===== config.mk =====
export PLATFORM = sky130hd
export DESIGN_NAME = uart_tx_arbiter
export DESIGN_NICKNAME = d
export VERILOG_FILES = /design/src/rtl/uart_tx_arbiter.sv
export SDC_FILE = /design/constraint.sdc
export NUM_CORES = 1
export LEC_CHECK = 0
export ABC_AREA = 1
export CAP_MARGIN = 10
export CORE_MARGIN = 2
export CORE_UTILIZATION = 30
export DETAILED_ROUTE_END_ITERATION = 7
export DONT_BUFFER_PORTS = 1
export MAX_ROUTING_LAYER = met4
export PLACE_DENSITY = 0.42
export SYNTH_ARGS = -nofsm -noshare
export SYNTH_HDL_FRONTEND = slang
export SYNTH_SLANG_ARGS = --single-unit
export TNS_END_PERCENT = 30

===== constraint.sdc =====
create_clock -name clk -period 1.9 [get_ports clk]
set_input_delay 0.19 -clock clk [delete_from_list [all_inputs] [get_ports clk]]
set_output_delay 0.19 -clock clk [all_outputs]
set_load 0.1 [all_outputs]

===== src/rtl/uart_tx_arbiter.sv =====
// Round-robin arbiter sharing one 8N1 UART transmitter among NREQ byte-stream requesters.
// A grant is held for a whole packet (up to req_last) and revoked if the owner stalls too long.
module uart_tx_arbiter #(
    parameter int unsigned NREQ    = 4,
    parameter int unsigned IDW     = 2,
    parameter int unsigned TIMEOUT = 1048575,
    parameter int unsigned TOW     = 20
) (
    input  logic              clk,
    input  logic              rst,
    input  logic [NREQ-1:0]   req_valid_i,
    input  logic [8*NREQ-1:0] req_data_i,
    input  logic [NREQ-1:0]   req_last_i,
    output logic [NREQ-1:0]   req_ready_o,
    output logic              grant_valid_o,
    output logic [IDW-1:0]    grant_id_o,
    output logic              tx_start_o,
    output logic [7:0]        tx_data_o,
    input  logic              tx_busy_i,
    output logic              timeout_err_o
);

    typedef enum logic [2:0] {StIdle, StHold, StStart, StWaitHi, StWaitLo} state_e;

    state_e         state_q, state_d;
    logic [IDW-1:0] ptr_q, ptr_d;
    logic [IDW-1:0] gid_q, gid_d;
    logic           gvalid_q, gvalid_d;
    logic           start_q, start_d;
    logic           last_q, last_d;
    logic           terr_q, terr_d;
    logic [7:0]     data_q, data_d;
    logic [TOW-1:0] to_cnt_q, to_cnt_d;
    logic [1:0]     retry_q, retry_d;

    logic           arb_found;
    logic [IDW-1:0] arb_pick;
    int unsigned    arb_idx;
    logic [IDW-1:0] ptr_next;
    logic           handshake;

    // First valid requester at or after ptr, wrapping modulo NREQ.
    always_comb begin
        arb_found = 1'b0;
        arb_pick  = '0;
        arb_idx   = 0;
        for (int unsigned k = 0; k < NREQ; k++) begin
            arb_idx = (32'(ptr_q) + k) % NREQ;
            if (!arb_found && req_valid_i[arb_idx]) begin
                arb_found = 1'b1;
                arb_pick  = IDW'(arb_idx);
            end
        end
    end

    assign ptr_next  = IDW'((32'(gid_q) + 1) % NREQ);
    assign handshake = (state_q == StHold) && !tx_busy_i && req_valid_i[gid_q];

    always_ff @(posedge clk or posedge rst) begin
        if (rst) begin
            state_q  <= StIdle;
            ptr_q    <= '0;
            gid_q    <= '0;
            gvalid_q <= 1'b0;
            start_q  <= 1'b0;
            last_q   <= 1'b0;
            terr_q   <= 1'b0;
            data_q   <= 8'h00;
            to_cnt_q <= '0;
            retry_q  <= '0;
        end else begin
            state_q  <= state_d;
            ptr_q    <= ptr_d;
            gid_q    <= gid_d;
            gvalid_q <= gvalid_d;
            start_q  <= start_d;
            last_q   <= last_d;
            terr_q   <= terr_d;
            data_q   <= data_d;
            to_cnt_q <= to_cnt_d;
            retry_q  <= retry_d;
        end
    end

    always_comb begin
        state_d  = state_q;
        ptr_d    = ptr_q;
        gid_d    = gid_q;
        gvalid_d = gvalid_q;
        start_d  = 1'b0;
        last_d   = last_q;
        terr_d   = 1'b0;
        data_d   = data_q;
        to_cnt_d = to_cnt_q;
        retry_d  = retry_q;
        case (state_q)
            StIdle: begin
                if (arb_found) begin
                    gid_d    = arb_pick;
                    gvalid_d = 1'b1;
                    to_cnt_d = '0;
                    state_d  = StHold;
                end
            end
            StHold: begin
                // A handshake in the expiry cycle takes priority over the timeout.
                if (handshake) begin
                    data_d   = req_data_i[8*gid_q +: 8];
                    last_d   = req_last_i[gid_q];
                    start_d  = 1'b1;
                    to_cnt_d = '0;
                    state_d  = StStart;
                end else if (to_cnt_q == TOW'(TIMEOUT - 1)) begin
                    terr_d   = 1'b1;
                    gvalid_d = 1'b0;
                    ptr_d    = ptr_next;
                    state_d  = StIdle;
                end else begin
                    to_cnt_d = to_cnt_q + 1'b1;
                end
            end
            StStart: begin
                retry_d = '0;
                state_d = StWaitHi;
            end
            StWaitHi: begin
                // Busy never rose: the start was lost, so pulse again with the same byte.
                if (tx_busy_i) begin
                    state_d = StWaitLo;
                end else if (retry_q == 2'd3) begin
                    start_d = 1'b1;
                    state_d = StStart;
                end else begin
                    retry_d = retry_q + 2'd1;
                end
            end
            StWaitLo: begin
                if (!tx_busy_i) begin
                    if (last_q) begin
                        gvalid_d = 1'b0;
                        ptr_d    = ptr_next;
                        state_d  = StIdle;
                    end else begin
                        to_cnt_d = '0;
                        state_d  = StHold;
                    end
                end
            end
            default: state_d = StIdle;
        endcase
    end

    always_comb begin
        req_ready_o = '0;
        if (state_q == StHold && !tx_busy_i) begin
            req_ready_o[gid_q] = 1'b1;
        end
    end

    assign grant_valid_o = gvalid_q;
    assign grant_id_o    = gid_q;
    assign tx_start_o    = start_q;
    assign tx_data_o     = data_q;
    assign timeout_err_o = terr_q;

endmodule


; Word level (Yosys, flattened, before mapping)
; Index checks and enable logic that the tools add are counted.
[word_totals]
word_cells = 119
output_inout_bits = 17
in_bits = 43
ff_bits = 41
[op_classes]
shift = 1
reduce_logical = 21
n_mux = 58
n_eq_ne = 17
n_addsub = 6
magnitude_cmp = 6
[ops]
columns = cell, count
row1 = 20-bit two-way mux, 5
row2 = 20-bit case mux with 3 select lines, 1
row3 = 32-bit by 6-bit indexed part select with 8-bit output, 1
row4 = 1-bit two-way mux, 23
row5 = "20-bit by 1-bit adder with 20-bit output, second input constant", 1
row6 = "20-bit == test, second input constant", 1
row7 = 2-bit two-way mux, 10
row8 = 3-bit two-way mux, 6
row9 = "2-bit != test, second input constant", 8
row10 = "2-bit by 3-bit < comparator with 1-bit output, second input constant", 5
row11 = 3-bit case mux with 5 select lines, 1
row12 = 1-bit binary-select mux with 2-bit select, 6
row13 = 5-bit AND reduction, 2
row14 = "3-bit != test, second input constant", 3
row15 = 2-bit case mux with 2 select lines, 2
row16 = "2-bit by 1-bit adder with 2-bit output, second input constant", 3
row17 = "3-bit by 2-bit == test with 1-bit output, second input constant", 2
row18 = 1-bit logical AND, 6
row19 = 6-bit AND reduction, 1
row20 = "2-bit adder, second input constant", 2
row21 = 1-bit zero test, 4
row22 = 4-bit two-way mux, 1
row23 = 2-bit AND reduction, 2
row24 = 4-bit AND reduction, 1
row25 = 11 further kinds, 12

; Depth between registers and ports, before layout
; Gate-level depths: netlist of run 1.
[logic_depth]
ltp_word = 14
depth_mapped = 13
mapped_depth_nobuf = 11

; Worst setup path before layout of run 1
; Ideal clock, no wire load.
[synth_path]
path_kind = register to output
start = reg gid_q[0], in the netlist grant_id_o[0]
end = out req_ready_o[2]
arrival_ns = 2.807
required_time_ns = 1.710
slack_ns = -1.097
path_buffers = 1
stages_incl_launch_ff = 6
cell_sequence = dfrtp_1 inv_1 clkbuf_1 ha_1 inv_1 nor2_1
[synth_between]
elab_chain_cells = 5
elab_cells_between_ends = 6
cone_classes = order compare (2) / mux (3) / reduce/logical (1)
[synth_rtl]
columns = element, line
row1 = from (decl), 27  ; logic [IDW-1:0] gid_q, gid_d;
row2 = from (signal assigned), 74  ; gid_q <= gid_d;
row3 = 2-bit by 3-bit < comparator with 1-bit output (implied by the code) or 2-bit by 1-bit greater-or-equal comparator with 1-bit output (tied branches), 156  ; req_ready_o[gid_q] = 1'b1;
row4 = 1-bit logical AND (implied by the code), 156
row5 = 1-bit two-way mux (implied by the code), 156
row6 = 1-bit demux with 2-bit select *, 156
row7 = 4-bit two-way mux *, 155  ; if (state_q == StHold && !tx_busy_i) begin
row8 = to (decl), 14  ; output logic [NREQ-1:0] req_ready_o,
; Mark *: on every way between the ends. The rest lies on a longest branch, timed or not.

; Final worst setup path of run 1
[layout_path]
start = reg state_q[1]
end = out req_ready_o[3]
[layout_between]
elab_chain_cells = 3
[layout_rtl]
columns = element, line
row1 = from (decl), 25  ; state_e state_q, state_d;
row2 = from (signal assigned), 61  ; state_q <= StIdle;
row3 = from (signal assigned), 72  ; state_q <= state_d;
row4 = 3-bit by 1-bit == test with 1-bit output, 155
row5 = 1-bit logical AND, 155
row6 = 4-bit two-way mux, 155
; No other way between the ends.

==> results of run 1 <==
==> registers in the layout, summed over array words and instances (netlist names) <==
signal         count
state_q            3
grant_valid_o      1
retry_q            2
ptr_q              2
timeout_err_o      1
tx_start_o         1
last_q             1
tx_data_o          8
grant_id_o         2
to_cnt_q          20
==> cells in the mapped netlist, types with 4 or more instances <==
library cell / n
sky130_fd_sc_hd__nand4_1: 8
sky130_fd_sc_hd__dfrtp_1: 41
sky130_fd_sc_hd__mux2_2: 8
sky130_fd_sc_hd__o21ai_0: 24
sky130_fd_sc_hd__o22ai_1: 9
sky130_fd_sc_hd__nor3_1: 4
sky130_fd_sc_hd__clkbuf_1: 5
sky130_fd_sc_hd__inv_1: 34
sky130_fd_sc_hd__nor2_1: 63
sky130_fd_sc_hd__nor2_4: 4
sky130_fd_sc_hd__nand2_2: 7
sky130_fd_sc_hd__nand2_1: 147
sky130_fd_sc_hd__ha_1: 7
sky130_fd_sc_hd__nand3_1: 32
sky130_fd_sc_hd__buf_2: 4
sky130_fd_sc_hd__a21oi_1: 5
sky130_fd_sc_hd__buf_6: 4
==> through the flow <==
stage               instance area [um^2]  TNS [ps]
global route                        3610      -107
floorplan                           3020         0
detailed placement                  3420         0
CTS                                 3520         0
global placement                    3420         0
finish                              3610         0
==> layout make-up <==
cell class              count  area [um^2]  share of cell area (%)
clock buffers               6         72.6                    2.01
clock inverters             2         15.0                   0.415
inverters                  38          149                    4.12
multi-input cells         347         1810                    50.0
flip-flops and latches     41         1030                    28.5
well taps                 133          166                    4.60
repair buffers             38          374                    10.3
==> cell families after synthesis <==
logic type | count (synthesis) | synth area share, %
adders and majority gates | 7 | 2.93
and+or+nand+nor | 281 | 41.4
buffers and inverters | 52 | 7.78
muxes | 8 | 3.01
AOI/OAI and AO/OA | 47 | 9.37
DFF | 41 | 34.3
xor gates and xnor gates | 4 | 1.17
==> final timing paths <==
kind	startpoint	to	depth (start not counted)
min reg2reg	retry_q[0]	retry_q[0]	1
max in group asynchronous	rst	to_cnt_q[0]	3
min	tx_busy_i	state_q[2]	2
min in group asynchronous	rst	tx_data_o[6]	2
max	state_q[1]	req_ready_o[3]	6
max reg2reg	to_cnt_q[0]	state_q[0]	8
==> where the power goes <==
| group | internal, mW | total, mW | switching, mW |
|---|---|---|---|
| logic | 1.18 | 3.86 | 2.68 |
| clock network | 0.260 | 0.599 | 0.339 |
| registers | 1.11 | 1.31 | 0.201 |
| total | 2.55 | 5.77 | 3.22 |
==> layer usage <==
metal | vias to the layer above | share of wire, % | wire length (um)
li1 | 1477 | - | -
met1 | 1351 | 50 | 4020
met2 | 52 | 46 | 3760
met5 | - | 0 | 0
met3 | 4 | 3.1 | 250
met4 | 0 | 0.84 | 68
==> repair_timing <==
item | in CTS | in global routing
buffers inserted | 0 | 5
hold buffers | 1 | 0
resized for setup | 1 | 16
endpoints found under the hold margin | 20 | 0
pin swaps | 0 | 5
endpoints found under the setup margin | 1 | 27
==> cell usage in the layout, fill, tap and decap left out, types with 3 or more instances in the layout <==
cell type                      n
sky130_fd_sc_hd__nand2_1     146
sky130_fd_sc_hd__nor2_1       55
sky130_fd_sc_hd__dfrtp_1      37
sky130_fd_sc_hd__inv_1        32
sky130_fd_sc_hd__nand3_1      32
sky130_fd_sc_hd__buf_4        28
sky130_fd_sc_hd__o21ai_0      24
sky130_fd_sc_hd__nor2_4       10
sky130_fd_sc_hd__o22ai_1       9
sky130_fd_sc_hd__nand4_1       8
sky130_fd_sc_hd__nand2_2       8
sky130_fd_sc_hd__mux2_2        8
sky130_fd_sc_hd__ha_1          6
sky130_fd_sc_hd__buf_12        6
sky130_fd_sc_hd__a21oi_1       5
sky130_fd_sc_hd__nor2_2        5
sky130_fd_sc_hd__clkbuf_8      5
sky130_fd_sc_hd__inv_2         4
sky130_fd_sc_hd__dfrtp_2       4
sky130_fd_sc_hd__nor3_1        3
sky130_fd_sc_hd__nand3b_1      3
sky130_fd_sc_hd__clkinvlp_4    3
sky130_fd_sc_hd__or2_2         3
sky130_fd_sc_hd__xnor2_1       3
sky130_fd_sc_hd__buf_6         3
==> worst register-to-register path: cells and delay by family, from the launching register on <==
| family | cells | cell delay, ps |
|---|---|---|
| and+or+nand+nor | 5 | 860 |
| DFF | 1 | 450 |
| adders and majority gates | 1 | 170 |
| buffers and inverters | 1 | 90 |
| AOI/OAI and AO/OA | 1 | 80 |
==> impl.org, run 1 <==
** Layout
- Cells fill approximately 37% of the core in the end.
- Synth-to-layout area growth :: 20.9%
- The post-route netlist has between 20 and 25% of its cells at a drive strength greater than 1.
- Filler-free cell count of the finished design :: a little over 600
- Fill cells in the final layout number roughly 1100.
- At the end of the flow, the number of nets in the layout was 521.
- 0 antenna diodes ended up in the layout.

** Pwr
- Leakage power :: 1.70 nW
- Total power for the finished layout comes to 5.77 mW.
- Worst VDD drop :: approximately 1100 uV
- In this run the power density over the cells is 1600 nW/um^2.

** Yosys
- Seq cells post-synth :: 41
- Post-synth top area cell :: sky130_fd_sc_hd__dfrtp_1
- Top FF cell, synth :: sky130_fd_sc_hd__dfrtp_1
- Cell types with the largest area share after synthesis :: sky130_fd_sc_hd__dfrtp_1 (34%), sky130_fd_sc_hd__nand2_1 (18%), sky130_fd_sc_hd__nor2_1 (7.9%)
- The Yosys step of the flow raised 0 warnings.
- Gate Count Post-Synth :: 440
- Of the synthesized area, sequential elements account for 34.3%.
- The share of synthesized area in the top cell type comes to between 30 and 40%.
- Syn Nets :: 490
- Synth unique cells :: 36
- Of all flip-flops after synthesis, the portion carrying an async set or reset was 100%.
- Cell area after technology mapping :: around 3000 um^2
- Count of flip-flops with a built-in enable after synthesis :: 0
- Mean cell area of the mapped netlist :: ~6.8 um^2

** Setup path
- By startpoint and endpoint, the worst setup path is classified as reg2out.
- Maximum fanout along the worst path :: 4
- For this run, the slowest stage of the critical path takes roughly 420 ps.
- Data arrives at the worst endpoint at between 1500 and 2000 ps.
- Across all register-to-register paths, the minimum setup slack is 150 ps.
- Most common cell on crit path :: sky130_fd_sc_hd__nor2_4
- The worst setup path is launched from a flip-flop.
- Grouping stages by cell kind, the critical path spends the most delay in buffers and inverters.
- CP Cell Sequence :: inv_1 -> nand3_4 -> nor2_4 -> clkinvlp_4 -> nor2_4 -> buf_12
- Data required time of the worst path :: about 1700 ps
- Critical path capture point type :: output port
- Max stage delay cell, worst path :: sky130_fd_sc_hd__dfrtp_1
- The number of buffers and inverters on the critical path is 3.

** STA
- Number of endpoints failing setup at the final stage :: 0
- Worst-Margin Slew :: just over 500 ps
- The clock arrives with between 4 and 5 ps of skew.
- Maximum clock frequency :: roughly 540 MHz
- Portion of the clock cycle consumed by the worst path in the final layout :: between 90 and 100%
- In this run the tightest slew margin relative to its limit is between 60% and 70%.
- The number of endpoints with negative hold slack in the final report was 0.
- Slew Limit Fails :: 0
- Hold timing on the final database bottoms out at a slack of around 77 ps.
- Minimum period implied by the final worst setup slack :: 1850 ps
- In the post-route analysis, the smallest setup slack over all paths is 46.2 ps.
- RSZ-0062 raised after global routing :: yes

** Floorplan
- For this configuration, the core starts out at a cell density of between 30% and 40%.
- The die covers roughly 11000 um^2.
- Site Rows :: 36
- Die extent in x :: ~100 um
- Top Ports :: 60
- After floorplanning, the core was sized to cover 9730 um^2.
- Vertical die dimension :: 104 um

** Drt
- The detailed router placed between 2000 and 3000 vias in this run.
- Residual DRC :: 0
- The final layout contains routed wiring with a total length of 8110 um.
- Starting DRC count in detailed routing :: about 120
- Residual antenna-violating net count after detailed routing :: 0
- Number of optimization iterations in the first detailed-route pass :: 6
- Average wire length per cell after detail routing :: ~13 um
- After detailed routing, the number of vias per cell comes to about 4.8.

** Run
- Number of violations of the max-capacitance limit :: 0

** Global routing
- Global routing used a little over a fifth of the available met1 tracks.
- In this run the most used layer during global routing was met2.
- The total overflow left after global routing is 0.
- All-layer global routing usage :: between 10% and 20%
- The initial antenna violation count was 0.
- Maximum number of pins on one net before global-route repair :: 23
- Grt met3 use :: under 10%
- Met2 track utilization from global routing :: around a quarter
- Vias in the first global route :: approximately 2700
- First-pass GRT wire length :: approximately 14000 um

** Worst hold path
- Min-Delay Path Class :: in2reg

** CTS
- Clock transition at the registers of the reported paths :: roughly 90 ps
- Counting the buffers created by CTS gives 5.
- # clock sinks :: between 40 and 50
- Worst skew pair latency :: roughly 300 ps
- TritonCTS built the clock tree.
- Master cell of the clock root buffer :: sky130_fd_sc_hd__clkbuf_8
- Max Buffers Root-to-Sink :: 2
- The H-tree was split into 2 levels.

** Placed design
- Detailed placement ended at an HPWL of 5890 um.
- The congestion estimate from routability-driven global placement came to between 0.8 and 0.9.
- Port buffer count :: 0
- Worst Setup Slack post-DPL :: 19.4 ps
- Instance count after placement with tap cells included :: 591

** Status
- Status :: completed
No activity file was read; power rests on OpenSTA's default activity.
==> run 2, diff against run 1 <==
--- a/config.mk
+++ b/config.mk
@@ -8,11 +8,11 @@
 export ABC_AREA = 1
 export CAP_MARGIN = 10
 export CORE_MARGIN = 2
-export CORE_UTILIZATION = 30
+export CORE_UTILIZATION = 60
 export DETAILED_ROUTE_END_ITERATION = 7
 export DONT_BUFFER_PORTS = 1
 export MAX_ROUTING_LAYER = met4
-export PLACE_DENSITY = 0.42
+export PLACE_DENSITY = 0.74
 export SYNTH_ARGS = -nofsm -noshare
 export SYNTH_HDL_FRONTEND = slang
 export SYNTH_SLANG_ARGS = --single-unit
==> run 2 against run 1 <==
  * Sequential cell count is the same
  * First-iteration DRC count grew 24%
  * Combinational power shrank 3%
  * Clock power grew 43%
  * Setup slack lost 7.1 ps
  * Die area shrank 48%
  * Global-route usage grew 12 points
  * Sequential power is essentially flat
  * Highest routed layer unchanged
==> impl.org, run 2 (synthesis results as in run 1) <==
** STA
- Maximum clock skew at final layout :: 3.84 ps (was 4.94 ps)
- Number of endpoints failing setup at the final stage :: 0 (unchanged)
- The number of endpoints with negative hold slack in the final report came to 0 (unchanged).
- Worst-Margin Slew :: 517 ps (was 509 ps)
- RSZ-0062 raised after global routing: yes (unchanged).
- The time the worst path needs with I/O delays and setup came to 1860 ps (was 1850 ps).
- Headroom to the max-slew limit :: 65.5% (was 66.0%)
- The highest attainable clock frequency came to 537 MHz (was 539 MHz).
- Portion of the clock cycle consumed by the worst path in the final layout :: 97.9% (was 97.6%)
- Slew Limit Fails :: 0 (unchanged)
- The final setup slack of the worst path was 39.1 ps (was 46.2 ps).

** Setup path
- Maximum fanout along the worst path :: 4 (unchanged)
- CP Cell Sequence :: inv_1 -> nand3_4 -> nor2_4 -> clkinvlp_4 -> nor2_4 -> buf_12 (unchanged)
- Max stage delay cell, worst path :: sky130_fd_sc_hd__dfrtp_1 (unchanged)
- The worst stage delay on the critical path came to 420 ps (about the same).
- The endpoint class of the critical path is an output port (unchanged).
- Most common cell on crit path :: sky130_fd_sc_hd__nor2_4 (unchanged)
- The endpoint of the worst-slack reg-to-reg timing path is to_cnt_q[14] (was state_q[0]).
- The type of the setup path with the least slack is reg2out (unchanged).
- Data arrival, critical path :: 1670 ps (was 1660 ps)
- Worst Reg2Reg Path Length in Cells :: 12 (was 8)
- The launching point of the worst reg2reg path was state_q[1] (was to_cnt_q[0]).
- The type of origin of the critical path was a flip-flop (unchanged).
- The data required time at the worst endpoint came to 1710 ps (about the same).
- The slack of the worst reg-to-reg path came to 110 ps (was 150 ps).

** Floorplan
- Area of the core region :: 4750 um^2 (was 9730 um^2)
- Initial standard-cell utilization of the core :: 62.9% (was 30.7%)
- The die height was 74.6 um (was 104 um).
- Die extent in x :: 74.6 um (was 104 um)
- The I/O pin count is 60 (unchanged).
- Total Die Area :: 5560 um^2 (was 10800 um^2)
- The number of standard-cell rows in the floorplan was 25 (was 36).

** Pwr
- The total internal power came to 2.77 mW (was 2.55 mW).
- Part of the total power dissipated in the clock network :: 14.4% (was 10.4%)
- The post-route total power was 5.96 mW (was 5.77 mW).
- Leakage power :: 1.68 nW (was 1.70 nW)
- Switching share of power :: 53.4% (was 55.9%)
- Total power density per cell area :: 1710 nW/um^2 (was 1600 nW/um^2)
- The combinational cell fraction of total power came to 63.2% (was 66.9%).
- Part of the power in registers :: 22.5% (was 22.7%)
- The worst vdd rail ir drop was 1400 uV (was 1060 uV).
- Total net switching power :: 3.18 mW (was 3.22 mW)

** CTS
- Total CTS buffers :: 5 (unchanged)
- The CTS tree is done (unchanged).
- The total number of clock tree sinks was 41 (unchanged).
- The clock edge transition at the registers on the reported setup and hold paths was 80 ps (was 90 ps).
- Worst skew pair latency :: 300 ps (about the same)
- H-Tree Level Count :: 2 (unchanged)
- Max Buffers Root-to-Sink :: 2 (unchanged)
- Master cell of the clock root buffer :: sky130_fd_sc_hd__clkbuf_8 (unchanged)

** Worst hold path
- The launch instance of the worst min-delay path is tx_busy_i (unchanged).
- The end of the worst hold path is state_q[2] (unchanged).
- The type of the tightest min-delay check is in2reg (unchanged).
- WHS Path Cells :: 2 (unchanged)

** Global routing
- The aggregate global routing overflow is 0 (unchanged).
- The first-pass GRT wire length is 11600 um (was 13500 um).
- The all-layer global routing usage came to 27.9% (was 15.7%).
- Vias in the first global route :: 2638 (was 2742)
- Maximum number of pins on one net before global-route repair :: 42 (was 23)
- Initial antenna violation count :: 0 (unchanged)

** Layout
- The final cell area excluding filler cells was 3490 um^2 (was 3610 um^2).
- Commonest cells after routing, fill and taps aside :: sky130_fd_sc_hd__nand2_1 (147), sky130_fd_sc_hd__nor2_1 (57), sky130_fd_sc_hd__dfrtp_1 (37) (was sky130_fd_sc_hd__nand2_1 (146), sky130_fd_sc_hd__nor2_1 (55), sky130_fd_sc_hd__dfrtp_1 (37))
- The commonest non-fill, non-tap cell in the layout is sky130_fd_sc_hd__nand2_1 (unchanged).
- Flip-flop count of the largest register, all copies and words added :: 20 (unchanged)
- The register name with the most flops was to_cnt_q (unchanged).
- The layout net count came to 511 (was 521).
- The number of diodes added for antenna fixing was 0 (unchanged).
- The post-synthesis to final-layout area growth came to 16.7% (was 20.9%).
- The number of standard cells in the layout, taps in and fillers out is 529 (was 605).
- Share of cells above drive strength 1 :: 18.4% (was 20.8%)

** Run
- Number of violations of the max-capacitance limit :: 0 (unchanged)

** Drt
- Average wire length per cell after detail routing :: 13.2 um (was 13.4 um)
- The number of detailed-route iterations in the first pass is 5 (was 6).
- Via count normalized by instance count :: 5.41 (was 4.77)
- The total DRC errors in the routed layout was 0 (unchanged).
- The count of routing violations after the opening detailed-route iteration is 147 (was 119).
- The number of routed nets with antenna violations came to 0 (unchanged).
- The via total after detailed routing came to 2862 (was 2884).
- Detailed Route WL :: 6970 um (was 8110 um)

** Placed design
- Worst Setup Slack post-DPL :: 78.5 ps (was 19.4 ps)
- The number of buffers added on ports is 0 (unchanged).
- The placed standard-cell area was 3250 um^2 (was 3420 um^2).
- The post-placement cell count came to 516 (was 591).
- The final weighted congestion in routability-driven placement is 0.904 (was 0.837).
- Half-perimeter wire length after detailed placement :: 5020 um (was 5890 um)

** Status
- Status :: completed (unchanged)
[run 2: what timing repair did]
item	in CTS	in global routing
resized for setup	0	12
setup endpoints to repair	0	28
endpoints found under the hold margin	41	0
hold buffers	1	0
buffers inserted	0	4
[run 2: power by group through the flow]
stage | registers (mW) | clock network (mW) | logic [mW]
3_5_place_dp | 1.33 | 0 | 3.55
3_3_place_gp | 1.33 | 0 | 3.48
2_1_floorplan | 2.19 | 0 | 1.99
4_1_cts | 1.32 | 0.872 | 3.57
5_1_grt | 1.37 | 0.905 | 4.07
6_report | 1.34 | 0.855 | 3.76
[run 2: metrics by stage]
step	util (%)	TNS (ps)	hold WS [ps]
floorplan	-	0	336
global placement	68.4	0	241
detailed placement	68.4	0	247
CTS	71.6	0	62.6
global route	73.4	-400	102
finish	73.4	0	74.7
[run 2: worst max-delay path by stage]
| stage | to | slack [ps] | from | cells past startpoint |
|---|---|---|---|---|
| final | req_ready_o[3] | 40 | state_q[1] | 6 |
| after global routing | req_ready_o[3] | -50 | state_q[2] | 6 |
| after CTS | req_ready_o[3] | 0.6 | grant_id_o[0] | 5 |
| after detailed placement | ptr_q[0] | 80 | to_cnt_q[0] | 11 |
| after global placement | ptr_q[0] | 130 | to_cnt_q[0] | 11 |
| after floorplan | req_ready_o[1] | 20 | grant_id_o[1] | 5 |
[run 2: layer usage]
metal	GRT usage [%]	wire, um
met5	-	0
met2	43.8	3230
met1	36.4	3340
met3	5.01	304
met4	9.92	94
[run 2: final cells by class]
| type | instances | area, um^2 |
|---|---|---|
| multi-input combinational | 347 | 1790 |
| fill | 401 | 1270 |
| sequential | 41 | 1030 |
| timing repair buffer | 28 | 299 |
| inverter | 38 | 149 |
| tap | 67 | 83.8 |
| clock buffer | 5 | 68.8 |
| clock inverter | 3 | 68.8 |
[run 2: critical path, delay by kind of cell, from the launching register on]
family                 cells  cell delay [ps]
buffers and inverters      3              520
AND/OR/NAND/NOR            3              430
flip-flops                 1              420
==> run 3, diff against run 2 <==
--- a/config.mk
+++ b/config.mk
@@ -9,10 +9,12 @@
 export CAP_MARGIN = 10
 export CORE_MARGIN = 2
 export CORE_UTILIZATION = 60
+export CTS_BUF_LIST = sky130_fd_sc_hd__clkbuf_2
 export DETAILED_ROUTE_END_ITERATION = 7
 export DONT_BUFFER_PORTS = 1
 export MAX_ROUTING_LAYER = met4
 export PLACE_DENSITY = 0.74
+export SLEW_MARGIN = 5
 export SYNTH_ARGS = -nofsm -noshare
 export SYNTH_HDL_FRONTEND = slang
 export SYNTH_SLANG_ARGS = --single-unit
==> run 3 against run 2 <==
  * The flow now finishes with violations (setup timing)
  * Register-to-register slack got worse by 60 ps
  * Final cell count rose by 0.57%
  * Non-clock buffer count rose by 3
  * Sequential cell count did not move
  * Critical path depth did not move
  * Wire length fell by 0.49%
  * Sequential power barely moved
  * Critical path type unchanged
  * Critical endpoint unchanged
==> impl.org, run 3 (synthesis results as in run 1) <==
** Status
- Status: finished with violations (was completed).
- Failing checks :: setup timing

** Floorplan
- The I/O pin count was 60 (unchanged).
- The total core area came to 4750 um^2 (unchanged).
- Vertical die dimension :: 74.6 um (unchanged)
- The number of standard-cell rows in the floorplan came to 25 (unchanged).
- The full die area is 5560 um^2 (unchanged).
- Die extent in x :: 74.6 um (unchanged)
- The initial core utilization was 62.9% (unchanged).

** STA
- Headroom to the max-slew limit :: 66.3% (was 65.5%)
- The final setup slack of the worst path is -139 ps (was 39.1 ps).
- Maximum clock skew at final layout :: 14.1 ps (was 3.84 ps)
- The final number of max-transition violations was 0 (unchanged).
- The final cycle utilization of the critical path was 107% (was 97.9%).
- Worst-Margin Slew :: 506 ps (was 517 ps)
- The highest attainable clock frequency is 491 MHz (was 537 MHz).
- The time the worst path needs with I/O delays and setup came to 2040 ps (was 1860 ps).
- The final setup violation count is 4 (was 0).
- RSZ-0062 raised after global routing :: yes (unchanged)
- The worst hold slack across all endpoints came to 49.4 ps (was 74.7 ps).
- The number of endpoints with negative hold slack in the final report was 0 (unchanged).

** Layout
- The number of diodes added for antenna fixing came to 0 (unchanged).
- The commonest non-fill, non-tap cell in the layout is sky130_fd_sc_hd__nand2_1 (unchanged).
- Total Nets Final :: 514 (was 511)
- Commonest cells after routing, fill and taps aside: sky130_fd_sc_hd__nand2_1 (146), sky130_fd_sc_hd__nor2_1 (57), sky130_fd_sc_hd__dfrtp_1 (36) (was sky130_fd_sc_hd__nand2_1 (147), sky130_fd_sc_hd__nor2_1 (57), sky130_fd_sc_hd__dfrtp_1 (37)).
- The ratio of cells with drive above 1 in the final layout came to 19.4% (was 18.4%).
- Flip-flop count of the largest register, all copies and words added :: 20 (unchanged)
- Summed area of non-filler cells in the final layout :: 3470 um^2 (was 3490 um^2)
- Fill cell count :: 410 (was 401)
- Synth-to-layout area growth :: 16.2% (was 16.7%)
- Largest register by flop count :: to_cnt_q (unchanged)

** Setup path
- The largest driver fanout on the critical path was 5 (was 4).
- The type of the setup path with the least slack is reg2out (unchanged).
- The worst stage delay on the critical path is 480 ps (was 420 ps).
- The type of origin of the critical path is a flip-flop (unchanged).
- CP Cell Sequence :: inv_2 -> nand3_4 -> nor2_4 -> clkinvlp_4 -> nor2_4 -> buf_12 (was inv_1 -> nand3_4 -> nor2_4 -> clkinvlp_4 -> nor2_4 -> buf_12)
- Largest delay share family, worst path :: buffers and inverters (unchanged)
- The data required time at the worst endpoint came to 1710 ps (about the same).
- The slowest cell on the critical path is sky130_fd_sc_hd__dfrtp_1 (unchanged).
- The arrival time at the worst endpoint is 1850 ps (was 1670 ps).
- The endpoint class of the critical path was an output port (unchanged).
- Most common cell on crit path :: sky130_fd_sc_hd__nor2_4 (unchanged)
- The buffer and inverter count on the worst path was 3 (unchanged).

** Global routing
- The first-pass GRT wire length came to 11500 um (was 11600 um).
- The number of global-route vias before repair was 2585 (was 2638).
- The all-layer global routing usage came to 27.5% (was 27.9%).
- The initial antenna violation count came to 0 (unchanged).
- Maximum number of pins on one net before global-route repair :: 42 (unchanged)
- The aggregate global routing overflow is 0 (unchanged).

** CTS
- Max Buffers Root-to-Sink :: 2 (unchanged)
- The total number of clock tree sinks is 41 (unchanged).
- Clock transition at the registers of the reported paths :: 210 ps (was 80 ps)
- The number of buffers added by the clock tree synthesis step came to 5 (unchanged).
- H-Tree Level Count :: 2 (unchanged)
- The later-pin clock latency in the skew report is 420 ps (was 300 ps).
- TritonCTS clock tree :: done (unchanged)
- The root buffer cell was sky130_fd_sc_hd__clkbuf_2 (was sky130_fd_sc_hd__clkbuf_8).

** Placed design
- Global placer's final weighted congestion :: 0.904 (unchanged)
- Post-detailed-placement cell area :: 3250 um^2 (unchanged)
- Port buffer count :: 0 (unchanged)
- The detailed-placement wirelength estimate was 5020 um (unchanged).

** Pwr
- Total power density per cell area :: 1670 nW/um^2 (was 1710 nW/um^2)
- The post-route total power was 5.79 mW (was 5.96 mW).
- Leakage power :: 1.67 nW (was 1.68 nW)
- Worst VDD drop :: 1390 uV (was 1400 uV)

** Worst hold path
- Min-Delay Path Class :: in2reg (unchanged)

** Drt
- Via count normalized by instance count :: 5.39 (was 5.41)
- Residual DRC :: 0 (unchanged)
- Number of optimization iterations in the first detailed-route pass :: 4 (was 5)
- The via total after detailed routing came to 2867 (was 2862).
- Residual antenna-violating net count after detailed routing :: 0 (unchanged)
- Average wire length per cell after detail routing :: 13.0 um (was 13.2 um)
- Detailed Route WL :: 6940 um (was 6970 um)
- The count of routing violations after the opening detailed-route iteration is 162 (was 147).

** Run
- Number of violations of the max-capacitance limit :: 0 (unchanged)
## run 3: cell types whose count changed in the layout (fill, tap and decap cells not counted), sizes merged
cell | before | now
buf | 27 | 28
dlygate4sd3 | 1 | 3
## run 3: cell type report
| type | count | area (um^2) | share of cell area [%] |
|---|---|---|---|
| Clock inverter | 3 | 68.8 | 1.98 |
| Multi-Input combinational cell | 347 | 1790 | 51.5 |
| Tap cell | 67 | 83.8 | 2.41 |
| Inverter | 38 | 151 | 4.36 |
| Sequential cell | 41 | 1030 | 29.7 |
| Clock buffer | 5 | 25.0 | 0.720 |
| Timing Repair Buffer | 31 | 323 | 9.29 |
## run 3: report_power, final
group,switching [mW],internal [mW],leakage (nW)
Clock,0.314,0.359,0.0536
Combinational,2.62,1.15,1.09
Sequential,0.228,1.11,0.529
## run 3: routing by layer
metal / vias up / global-route usage [%] / wire, um
li1: 1460 / - / -
met1: 1331 / 37.4 / 3340
met2: 68 / 43.3 / 3240
met3: 8 / 4.20 / 276
met4: 0 / 7.14 / 77
met5: - / - / 0
## run 3: path summary, 6_finish.rpt
kind | start | end | depth (start not counted) | slack, ps
min in group asynchronous | rst | tx_data_o[2] | 3 | 300
max in group asynchronous | rst | grant_id_o[0] | 3 | 1220
max | state_q[2] | req_ready_o[3] | 6 | -140
min | tx_busy_i | state_q[2] | 2 | 50
max reg2reg | state_q[0] | retry_q[0] | 5 | 50
min reg2reg | retry_q[0] | retry_q[0] | 1 | 510
## run 3: what timing repair did
item	in CTS	in global routing
setup buffers	0	5
gates resized for setup	1	15
pin swaps	0	6
hold buffers	3	0
endpoints found under the setup margin	4	28
endpoints found under the hold margin	45	0
## run 3: stage by stage
| stage | setup WS (ps) | utilization (%) | setup TNS [ps] | instances |
|---|---|---|---|---|
| 2_1_floorplan | 19.2 | - | 0 | 440 |
| 3_3_place_gp | 128 | 68.4 | 0 | 516 |
| 3_5_place_dp | 78.5 | 68.4 | 0 | 516 |
| 4_1_cts | -132 | 71.1 | -517 | 527 |
| 5_1_grt | -238 | 73.1 | -1080 | 532 |
| 6_report | -139 | 73.1 | -460 | 532 |
